==> src/rtl/icache_line_fill.sv <==
// Icache line-fill engine: miss -> burst read -> assemble line -> array write.
// ICACHE_FILL_BYPASS_EN exposes the assembled line on fill_line.
module icache_line_fill #(
  parameter int ADDR_WIDTH  = 32,
  parameter int LINE_WIDTH  = 256,
  parameter int BEAT_WIDTH  = 64,
  parameter int INDEX_WIDTH = 4
) (
  input  logic                    clk,
  input  logic                    rst_n,
  input  logic                    miss_valid,
  input  logic [ADDR_WIDTH-1:0]   miss_addr,
  output logic                    miss_ready,
  output logic                    mem_req_valid,
  output logic [ADDR_WIDTH-1:0]   mem_req_addr,
  input  logic                    mem_req_ready,
  input  logic                    mem_resp_valid,
  input  logic [BEAT_WIDTH-1:0]   mem_resp_data,
  output logic                    data_csb,
  output logic                    data_web,
  output logic [LINE_WIDTH/8-1:0] data_wmask,
  output logic [INDEX_WIDTH-1:0]  data_addr,
  output logic [LINE_WIDTH-1:0]   data_din,
  output logic                    fill_busy,
  output logic                    fill_done,
  output logic [LINE_WIDTH-1:0]   fill_line
);

  localparam int BEATS = LINE_WIDTH / BEAT_WIDTH;
  localparam int CNT_W = $clog2(BEATS);
  localparam int OFF_W = $clog2(LINE_WIDTH / 8);
  localparam logic [CNT_W-1:0] LAST = CNT_W'(BEATS - 1);
  localparam logic [ADDR_WIDTH-1:0] OFF_MASK =
    ADDR_WIDTH'(LINE_WIDTH / 8 - 1);

  typedef enum logic [2:0] {
    IDLE,
    REQ,
    RECV,
    WRITE,
    COMMIT
  } state_t;

  state_t                  state_q, state_d;
  logic [ADDR_WIDTH-1:0]   addr_q;
  logic [CNT_W-1:0]        cnt_q;
  logic [LINE_WIDTH-1:0]   line_q;
  logic [INDEX_WIDTH-1:0]  index;

  assign index        = addr_q[INDEX_WIDTH+OFF_W-1:OFF_W];
  assign mem_req_addr = addr_q;

  always_ff @(posedge clk or negedge rst_n) begin
    if (!rst_n) begin
      state_q <= IDLE;
      addr_q  <= '0;
      cnt_q   <= '0;
      line_q  <= '0;
    end else begin
      state_q <= state_d;
      if (state_q == IDLE && miss_valid)
        addr_q <= miss_addr & ~OFF_MASK;
      if (state_q == REQ && mem_req_ready)
        cnt_q <= '0;
      if (state_q == RECV && mem_resp_valid) begin
        line_q[cnt_q*BEAT_WIDTH +: BEAT_WIDTH] <= mem_resp_data;
        cnt_q <= cnt_q + CNT_W'(1);
      end
    end
  end

  always_comb begin
    state_d       = state_q;
    miss_ready    = 1'b0;
    mem_req_valid = 1'b0;
    data_csb      = 1'b1;
    data_web      = 1'b1;
    data_wmask    = '0;
    data_addr     = '0;
    data_din      = '0;
    fill_busy     = 1'b1;
    fill_done     = 1'b0;
    unique case (state_q)
      IDLE: begin
        miss_ready = 1'b1;
        fill_busy  = 1'b0;
        if (miss_valid)
          state_d = REQ;
      end
      REQ: begin
        mem_req_valid = 1'b1;
        if (mem_req_ready)
          state_d = RECV;
      end
      RECV: begin
        if (mem_resp_valid && cnt_q == LAST)
          state_d = WRITE;
      end
      WRITE: begin
        data_csb   = 1'b0;
        data_web   = 1'b0;
        data_wmask = '1;
        data_addr  = index;
        data_din   = line_q;
        state_d    = COMMIT;
      end
      COMMIT: begin
        fill_done = 1'b1;
        state_d   = IDLE;
      end
      default: state_d = IDLE;
    endcase
  end

`ifdef ICACHE_FILL_BYPASS_EN
  // line_q is stable from WRITE until the next fill is accepted
  assign fill_line = (state_q == WRITE || state_q == COMMIT) ?
                     line_q : '0;
`else
  assign fill_line = '0;
`endif

endmodule

==> config.mk <==
export PLATFORM = sky130hd
export DESIGN_NAME = icache_line_fill
export DESIGN_NICKNAME = d
export VERILOG_FILES = /design/src/rtl/icache_line_fill.sv
export SDC_FILE = /design/constraint.sdc
export NUM_CORES = 1
export LEC_CHECK = 0
export ABC_AREA = 1
export CAP_MARGIN = 20
export CORE_AREA = 5 5 264 266
export DETAILED_ROUTE_END_ITERATION = 12
export DIE_AREA = 0 0 269 271
export HOLD_SLACK_MARGIN = 0.02
export PLACE_DENSITY_LB_ADDON = 0.2
export SLEW_MARGIN = 20
export SYNTH_ARGS = -nofsm -noshare
export SYNTH_HDL_FRONTEND = slang
export SYNTH_SLANG_ARGS = --single-unit
==> constraint.sdc <==
create_clock -name clk -period 3.5 [get_ports clk]
set_input_delay 0.7 -clock clk [delete_from_list [all_inputs] [get_ports clk]]
set_output_delay 0.7 -clock clk [all_outputs]
set_load 0.02 [all_outputs]
# Word-level counts from Yosys, hierarchy flattened
# Index checks and enable logic that the tools add are counted.
# word_totals
reg_bits	288
input_bits	101
# classes
n_mux	15
n_reduce_logical	7
shifts	2
n_eq_ne	8
n_addsub	2
# ops
operator	n
256-bit bitwise mux	1
256-bit 2-to-1 mux	1
64-bit by 34-bit variable shift with 256-bit output (first input constant)	1
64-bit by 34-bit variable part select with 256-bit output	1
8-bit negation with 34-bit output	1
32-bit 2-to-1 mux	1
3-bit case mux with 4 select lines	1
3-bit 2-to-1 mux	3
3-bit by 2-bit equality test with 1-bit output (second input constant)	2
1-bit 2-to-1 mux	5
1-bit logical AND	4
2-bit 2-to-1 mux	2
4-bit 2-to-1 mux	1
2-bit inequality test (second input constant)	2
3-bit by 1-bit equality test with 1-bit output (second input constant)	1
3-bit equality test (second input constant)	1
3-bit zero test	1
3-bit AND reduction	1
2-bit by 1-bit adder with 2-bit output (second input constant)	1
2-bit equality test (second input constant)	1
2-bit by 1-bit inequality test with 1-bit output (second input constant)	1
2-bit nonzero test	1

# Longest topological paths before layout
# Gate-level depths: netlist of run 1.
# depth
ltp_word	4
depth_mapped	9

# Worst setup path after synthesis of run 1
# Ideal clock, no wire load.
# synth_path
kind	reg-to-output
start	register state_q[0]
end	output data_wmask[10]
required_time_ps	2800
n_path_buf	3
t_arrival_ps	2003
slack_ps	797
stages_incl_launch_ff	8
path_cell_list	dfrtp_1 -> inv_1 -> nor2_1 -> nand2_1 -> buf_2 -> buf_1 -> inv_1 -> buf_4
# synth_between
elab_chain_cells	2
# synth_lines
element	line_no	source
start, declared	44	state_t state_q, state_d;
start signal, assigned	60	state_q <= state_d;
3-bit by 2-bit equality test with 1-bit output	83	unique case (state_q)
32-bit 2-to-1 mux	83	
end, declared	21	output logic [LINE_WIDTH/8-1:0] data_wmask,
# No other way between the ends.

# Final worst setup path of run 1
# layout_path
start	register state_q[0]
end	output data_din[122]
# layout_between
elab_chain_cells	2
# layout_lines
element	line_no	source
3-bit by 2-bit equality test with 1-bit output	83	
256-bit 2-to-1 mux	83	
end, declared	23	output logic [LINE_WIDTH-1:0] data_din,
# No other way between the ends.

==> results of run 1 <==
layer usage:
| metal | share of wire [%] | vias to the layer above |
|---|---|---|
| met2 | 50 | 491 |
| met5 | 0.022 | - |
| met3 | 7.3 | 70 |
| met4 | 2.0 | 2 |
| met1 | 41 | 6793 |
| li1 | - | 6814 |
what timing repair did:
item / 4_1_cts / 5_1_grt
gates resized for setup: 4 / 1
gates cloned: 1 / 0
setup buffers: 1 / 0
endpoints found under the setup margin: 270 / 1
hold endpoints to repair: 0 / 0
pin swaps: 2 / 0
cell type report:
class                   instances  share of cell area (%)
repair buffers                462                    21.8
inverters                     280                    4.94
flip-flops and latches        288                    33.7
clock inverters                 4                   0.146
multi-input cells            1471                    29.0
well taps                     873                    5.10
diodes                          4                  0.0467
clock buffers                  63                    5.35
through the flow:
stage / worst slack, ps / instance area, µm² / total power, mW
3_5_place_dp: 387 / 20200 / 11.2
3_3_place_gp: 428 / 20200 / 11.1
5_1_grt: 20.9 / 21400 / 15.8
2_1_floorplan: 797 / 17300 / 8.52
4_1_cts: 117 / 21400 / 15.1
6_report: 152 / 21400 / 14.9
kinds of logic after synthesis:
kind of cell,after synthesis,synth area share [%]
compound gates,132,4.06
fa+ha+maj,5,0.384
buf+inv,708,24.1
flops,288,44.2
other cells,1,0.0230
simple gates,1072,27.2
sequential cells by signal, summed over array words and instances (netlist names):
signal        flops
cnt_q             2
line_q          256
mem_req_addr     27
state_q           3
where the power goes:
| group | total (mW) | internal [mW] | leakage, nW | switching (mW) |
|---|---|---|---|---|
| Sequential | 4.45 | 4.06 | 3.67 | 0.382 |
| Combinational | 6.67 | 2.14 | 5.56 | 4.53 |
| Clock | 3.76 | 2.23 | 0.574 | 1.54 |
| Total | 14.9 | 8.43 | 9.81 | 6.45 |
Yosys cell counts:
cell type and number:
nand4_1 2, nor2_2 2, nor2_1 326, o21ai_0 114, buf_1 12, nand3_1 287
clkbuf_1 44, buf_2 65, dfrtp_1 288, nand2_1 449, ha_1 5, conb_1 1
nor2_4 3, nand2_2 1, nor3_1 1, inv_2 3, buf_4 297, inv_1 277
nand3_2 1, o21ai_1 18, buf_6 10
path summary, 6_finish.rpt:
path / depth (start not counted) / from / slack, ps / endpoint
setup / recovery: 6 / state_q[0] / 150 / data_din[122]
hold / removal: 1 / rst_n / 190 / line_q[223]
setup reg to reg: 6 / cnt_q[0] / 730 / line_q[160]
hold reg to reg: 2 / mem_req_addr[25] / 470 / mem_req_addr[25]
max in group asynchronous: 2 / rst_n / 2460 / line_q[133]
min in group clk: 2 / mem_req_addr[25] / 470 / mem_req_addr[25]
==> reports/results.tsv, run 1 <==
metric	value	unit
residual DRC count	0	
initial antenna violation count	6	
gr ovfl total	0	
Die W	269	µm
Total GRT Usage	15.6	%
Worst Setup Path Type	flop to primary output	
Syn Area/Cell	7.38	µm²
CTS Buffer Depth	3	
Iter 0 DRT Violations	850	
synthesized flop and latch total	288	
vias per cell	4.11	
first-pass GRT wire length	89300	µm
max-cap violations	0	
GR peak layer	met2	
post-synth cell types	21	
Yosys warnings	0	
RSZ-0062 raised after global routing	false	
worst-path cell chain	inv_1 > nor2_4 > nand2_8 > buf_12 > nor2_1 > clkdlybuf4s50_1	
Synth top area share	44.2	%
fraction of layout cells with a size suffix above 1	4.36	%
HPWL after DPL	39900	µm
H-tree depth	2	
commonest non-fill, non-tap cell in the layout	nand2_1	
number of global-route vias before repair	14400	
clk_skew	12.0	ps
cells after synthesis	2206	
area delta synth->final	31.5	%
post-layout util	32.1	%
CTS tree	built	
CTS root buffer	clkbuf_16	
final cell count without fillers	3445	
DR pass1 iterations	5	
Max stage delay on crit path	640	ps
TNS Setup	0	ps
FF+latch area	7210	µm²
final count of hold timing violations	0	
hold bufs inserted after CTS	0	
Power Dens Cells	695	nW/µm²
Starting Density	24.4	%
DRT Wirelength	59600	µm
CP top delay family	buffers and inverters	
Slowest-stage cell, CP	clkdlybuf4s50_1	
CORE AREA	66800	µm²
Clock Latency Late Sink	540	ps
fillers	7271	
Worst slew margin	34.8	%
Num CTS Buffers	37	
routability cong.	0.789	
Min Hold Slack	191	ps
Die ar.	72900	µm²
worst slew pin tran	978	ps
leakage	9.81	nW
Peak supply drop	0.000504	V
crit share post-route	95.6	%
Hold Path Class	input port to asynchronous set/reset pin	
Max Slew Vio Count	0	
crit start category	flop	
min Tclk post-route	3350	ps
die height	271	µm
fmax	299	MHz
Routed Antenna Nets	0	
met3 Use GR	3.69	%
outcome	complete, no violations	
vias	14200	
Seq/Total Area, Yosys	44.2	%
port bufs	420	
Final nets	2646	
Worst Path Required	2800	ps
Ports	687	
mapped cell area	16300	µm²
Worst EP arrival	2650	ps
Critical Path End Type	primary output	
commonest cells after routing, fill and taps aside	nand2_1, clkdlybuf4s50_1, nor2_1	
Yosys top cell by area	dfrtp_1	
Final setup violation count	0	
CP bufs+invs	3	
Reg clk slew, reported paths	60	ps
placed cell count	3372	
met2 Use GR	26.9	%
ranking of synthesized cells by area	dfrtp_1, buf_4, nand2_1	
num rows	95	
largest net degree at the start of global routing	129	
Routed wire per std cell	17.3	µm
crit path max fanout	61	
CTS sink cnt	288	
Multi-input gate area	6200	µm²
GR Layer Usage met1	19.5	%
Power figures use the tool's default switching activity.
==> run 2: changes to the inputs <==
SETUP_SLACK_MARGIN = 0.3   (was not set)
SLEW_MARGIN = not set   (was 20)
==> reports/results.tsv, run 2 (same netlist as run 1, synthesis figures left out) <==
metric	value	unit	change
outcome	complete, no violations		
largest reg by FF count	line_q		
max reg flops	256		unchanged
residual DRC count	0		unchanged
Die W	269	µm	unchanged
max-cap violations	0		unchanged
vias per cell	4.11		about the same
fraction of layout cells with a size suffix above 1	4.62	%	+0.26 points
CTS Buffer Depth	3		unchanged
Final nets	2652		+0.23%
gr ovfl total	0		unchanged
largest net degree at the start of global routing	129		unchanged
pre-CTS setup slack	387	ps	unchanged
Power Total	14.7	mW	-1.1%
CORE AREA	66800	µm²	unchanged
post-layout util	32.6	%	+0.53 points
TNS Setup	0	ps	unchanged
initial antenna violation count	6		unchanged
port bufs	420		unchanged
Routed wire per std cell	17.3	µm	about the same
min Tclk post-route	3120	ps	-229 ps
Routed Antenna Nets	0		unchanged
H-tree depth	2		unchanged
num rows	95		unchanged
routability cong.	0.789		unchanged
DRT Wirelength	59800	µm	+0.27%
crit share post-route	89.1	%	-6.6 points
commonest cells after routing, fill and taps aside	nand2_1, nor2_1, nand3_1, dfrtp_1, inv_1		
Final setup violation count	0		unchanged
fmax	321	MHz	+7.4%
Setup WS post-layout	382	ps	+229 ps
commonest non-fill, non-tap cell in the layout	nand2_1		
Peak supply drop	0.000499	V	-1.1%
Ports	687		unchanged
final count of hold timing violations	0		unchanged
Num CTS Buffers	37		unchanged
Critical Path End Type	primary output		
Max Slew Vio Count	0		unchanged
first-pass GRT wire length	89700	µm	+0.44%
Total GRT Usage	15.7	%	+0.061 points
Power Dens Cells	676	nW/µm²	-2.7%
Worst Path Required	2800	ps	about the same
CTS root buffer	clkbuf_16		
RSZ-0062 raised after global routing	false		
Worst Setup Path Type	flop to primary output		
vias	14200		+0.14%
Iter 0 DRT Violations	849		-0.12%
area delta synth->final	33.6	%	
Worst EP arrival	2420	ps	-230 ps
CTS sink cnt	288		unchanged
Reg clk slew, reported paths	60	ps	about the same
HPWL after DPL	39900	µm	unchanged
crit start category	flop		
crit path max fanout	10		-84%
number of global-route vias before repair	14400		+0.30%
CTS tree	built		
clk_skew	9.67	ps	-2.32 ps
Clock Latency Late Sink	530	ps	about the same
Hold Path Class	input port to asynchronous set/reset pin		
Starting Density	24.4	%	unchanged
fillers	7328		+0.78%
worst slew pin tran	968	ps	-10.1 ps
DR pass1 iterations	6		+1
leakage	13.4	nW	+37%
Die ar.	72900	µm²	unchanged
die height	271	µm	unchanged
Worst slew margin	35.5	%	+0.67 points
==> run 2: cell type report <==
class	instances	area (µm²)	share of cell area, %
clock inverters	4	31.3	0.144
repair buffers	468	5010	23.0
inverters	280	1060	4.86
well taps	873	1090	5.02
clock buffers	63	1150	5.27
diodes	4	10.0	0.0460
flip-flops and latches	288	7210	33.1
multi-input cells	1471	6210	28.5
==> run 2: report_power, final <==
part           leakage [nW]  switching [mW]  internal, mW  total (mW)
registers              3.67           0.384          4.06        4.45
clock network         0.574            1.54          2.23        3.76
logic                  9.19            4.53          1.97        6.50
total                  13.4            6.45          8.26        14.7
==> run 2: repair_timing <==
action                     CTS  global route
pin swaps                    2             0
setup endpoints to repair  294           166
hold endpoints to repair     0             0
hold buffers                 0             0
gates cloned                 2             0
resized for setup          133           166
buffers inserted             6             0
==> run 2: final timing paths <==
path                       depth (start not counted)               end  slack [ps]        startpoint
setup / recovery                                   6      data_din[66]         380        state_q[0]
hold / removal                                     1       line_q[223]         190             rst_n
setup reg to reg                                   6       line_q[160]         730          cnt_q[0]
hold reg to reg                                    2  mem_req_addr[25]         470  mem_req_addr[25]
max in group asynchronous                          2       line_q[133]        2450             rst_n
min in group clk                                   2  mem_req_addr[25]         470  mem_req_addr[25]
==> run 2: per-stage QoR <==
| step | hold slack [ps] | cells | instance area (µm²) |
|---|---|---|---|
| finish | 191 | 3451 | 21800 |
| global route | 228 | 3451 | 21800 |
| CTS | 194 | 3447 | 21300 |
| detailed placement | 457 | 3372 | 20200 |
| global placement | 457 | 3372 | 20200 |
| floorplan | 404 | 2466 | 17300 |
==> run 2: worst max-delay path: stages (launching register included) <==
cell,delay (ps)
dfrtp_1,420
inv_1,110
nor2_4,200
nand2_8,80
buf_12,180
nor2_1,220
clkdlybuf4s50_1,660
==> run 2: layer usage <==
layer  vias to the layer above  wire length, µm  global-route usage, %
met5                         -               13                      0
met4                         2             1250                   4.20
met3                        76             4140                   3.80
met2                       447            29900                   26.9
met1                      6842            24500                   19.6
li1                       6823                -                      -
==> run 3: changes to the inputs <==
CORE_AREA = 2 2 269 271   (was 5 5 264 266)
DIE_AREA = 0 0 271 273   (was 0 0 269 271)
==> reports/results.tsv, run 3 (same netlist as run 1, synthesis figures left out) <==
metric	value	unit	change
H-tree depth	2		unchanged
Worst R2R Setup Slack	830	ps	+100 ps
vias	14200		-0.27%
worst r2r src	cnt_q[0]		
crit start category	flop		
CTS sink cnt	288		unchanged
Num CTS Buffers	38		+2.7%
min Tclk post-route	3100	ps	-22.8 ps
Ports	687		unchanged
final count of hold timing violations	0		unchanged
Routed wire per std cell	16.3	µm	-5.7%
Starting Density	22.9	%	-1.4 points
Max stage delay on crit path	610	ps	-50 ps
Power Dens Cells	689	nW/µm²	+1.9%
Routed Antenna Nets	0		unchanged
Clock Latency Late Sink	550	ps	+20 ps
Iter 0 DRT Violations	868		+2.2%
cell repeated most along the worst path	buf_4		
first-pass GRT wire length	86300	µm	-3.8%
largest net degree at the start of global routing	84		-35%
Min Hold Slack	176	ps	-14.8 ps
leakage	12.4	nW	-7.6%
Final nets	2650		-0.075%
final instance area	21700	µm²	-0.33%
largest reg by FF count	line_q		
TNS Setup	0	ps	unchanged
CTS root buffer	clkbuf_16		
crit share post-route	88.4	%	-0.65 points
HPWL after DPL	38100	µm	-4.6%
R2R depth	7		+1
area post-placement	20200	µm²	+0.32%
clk_skew	20.6	ps	+11.0 ps
CORE AREA	71000	µm²	+6.3%
Worst Path Required	2800	ps	about the same
Die ar.	74000	µm²	+1.5%
commonest cells after routing, fill and taps aside	nand2_1, nor2_1, dfrtp_1		
Total GRT Usage	14.9	%	-0.81 points
Worst slew margin	36.2	%	+0.73 points
fraction of layout cells with a size suffix above 1	4.63	%	+0.0090 points
Peak supply drop	0.000606	V	+21%
Multi-input gate area	6170	µm²	-0.67%
Die W	271	µm	+0.74%
area delta synth->final	33.2	%	
max-cap violations	0		unchanged
Max Slew Vio Count	0		unchanged
DRT Wirelength	57500	µm	-3.8%
routability cong.	0.768		-2.7%
Reg clk slew, reported paths	60	ps	about the same
RSZ-0062 raised after global routing	false		
fillers	7749		+5.7%
DR pass1 iterations	5		-1
Critical R2R Capture	line_q[147]		
commonest non-fill, non-tap cell in the layout	nand2_1		
residual DRC count	0		unchanged
crit path max fanout	18		+8
initial antenna violation count	4		-2
Setup crit start	state_q[0]		
Hold Path Class	input port to asynchronous set/reset pin		
fmax	323	MHz	+0.74%
Slowest-stage cell, CP	clkdlybuf4s50_1		
port bufs	420		unchanged
Critical Path End Type	primary output		
worst slew pin tran	954	ps	-13.2 ps
Worst Setup Path Type	flop to primary output		
Final setup violation count	0		unchanged
FF+latch area	7210	µm²	about the same
outcome	complete, no violations		
worst-path cell chain	inv_1 > nor2_2 > nand2_4 > buf_4 > buf_4 > nor2_1 > clkdlybuf4s50_1		
number of global-route vias before repair	14300		-0.93%
num rows	98		+3.2%
max reg flops	256		unchanged
vias per cell	4.02		-2.3%
Worst EP arrival	2400	ps	-20 ps
die height	273	µm	+0.74%
CTS tree	built		
CTS Buffer Depth	3		unchanged
CP Capture Point	data_din[17]		
gr ovfl total	0		unchanged
hold bufs inserted after CTS	0		unchanged
==> run 3: critical path: cells and delay by family (launching register included) <==
kind	cells	cell delay, ps
buffers and inverters	4	1070
DFF	1	420
and+or+nand+nor	3	340
==> run 3: how the worst min path moves through the flow <==
stage | start | endpoint | slack, ps | cells after the start
4_1_cts | rst_n | line_q[160] | 180 | 1
3_3_place_gp | mem_req_addr[13] | mem_req_addr[13] | 460 | 2
3_5_place_dp | mem_req_addr[21] | mem_req_addr[21] | 460 | 2
2_1_floorplan | rst_n | cnt_q[0] | 400 | 0
6_report | rst_n | line_q[157] | 180 | 1
5_1_grt | rst_n | line_q[157] | 220 | 1
==> run 3: routing by layer <==
layer	track usage, %	up-vias	part of all wire (%)
met5	0	-	0.042
met4	4.04	4	1.9
met3	2.88	74	5.7
met2	26.4	465	51
met1	18.2	6795	42
li1	-	6813	-
==> run 3: cell type report <==
| cell class | count | area share [%] |
|---|---|---|
| clock buffer | 56 | 5.16 |
| multi-input combinational | 1470 | 28.4 |
| clock inverter | 9 | 0.727 |
| antenna | 2 | 0.0231 |
| timing repair buffer | 466 | 22.1 |
| inverter | 280 | 4.86 |
| sequential | 288 | 33.2 |
| tap | 950 | 5.48 |
==> run 3: metrics by stage <==
| step | std cells | utilization [%] | total power, mW | setup slack (ps) |
|---|---|---|---|---|
| after global placement | 3449 | 28.5 | 11.0 | 630 |
| after floorplan | 2466 | - | 8.52 | 797 |
| final | 3521 | 30.6 | 14.9 | 405 |
| after detailed placement | 3449 | 28.5 | 11.1 | 573 |
| after global routing | 3521 | 30.6 | 15.9 | 297 |
| after CTS | 3519 | 30.2 | 15.2 | 301 |
==> run 3: report_power, final <==
part,switching (mW),internal (mW)
Clock,1.57,2.50
Combinational,4.47,1.97
Sequential,0.363,4.06
==> run 3: timing repair <==
item | 4_1_cts | 5_1_grt
gates cloned | 1 | 0
buffers inserted | 4 | 0
resized for setup | 148 | 107
endpoints found under the hold margin | 0 | 0
pin swaps | 1 | 0
setup endpoints to repair | 284 | 107
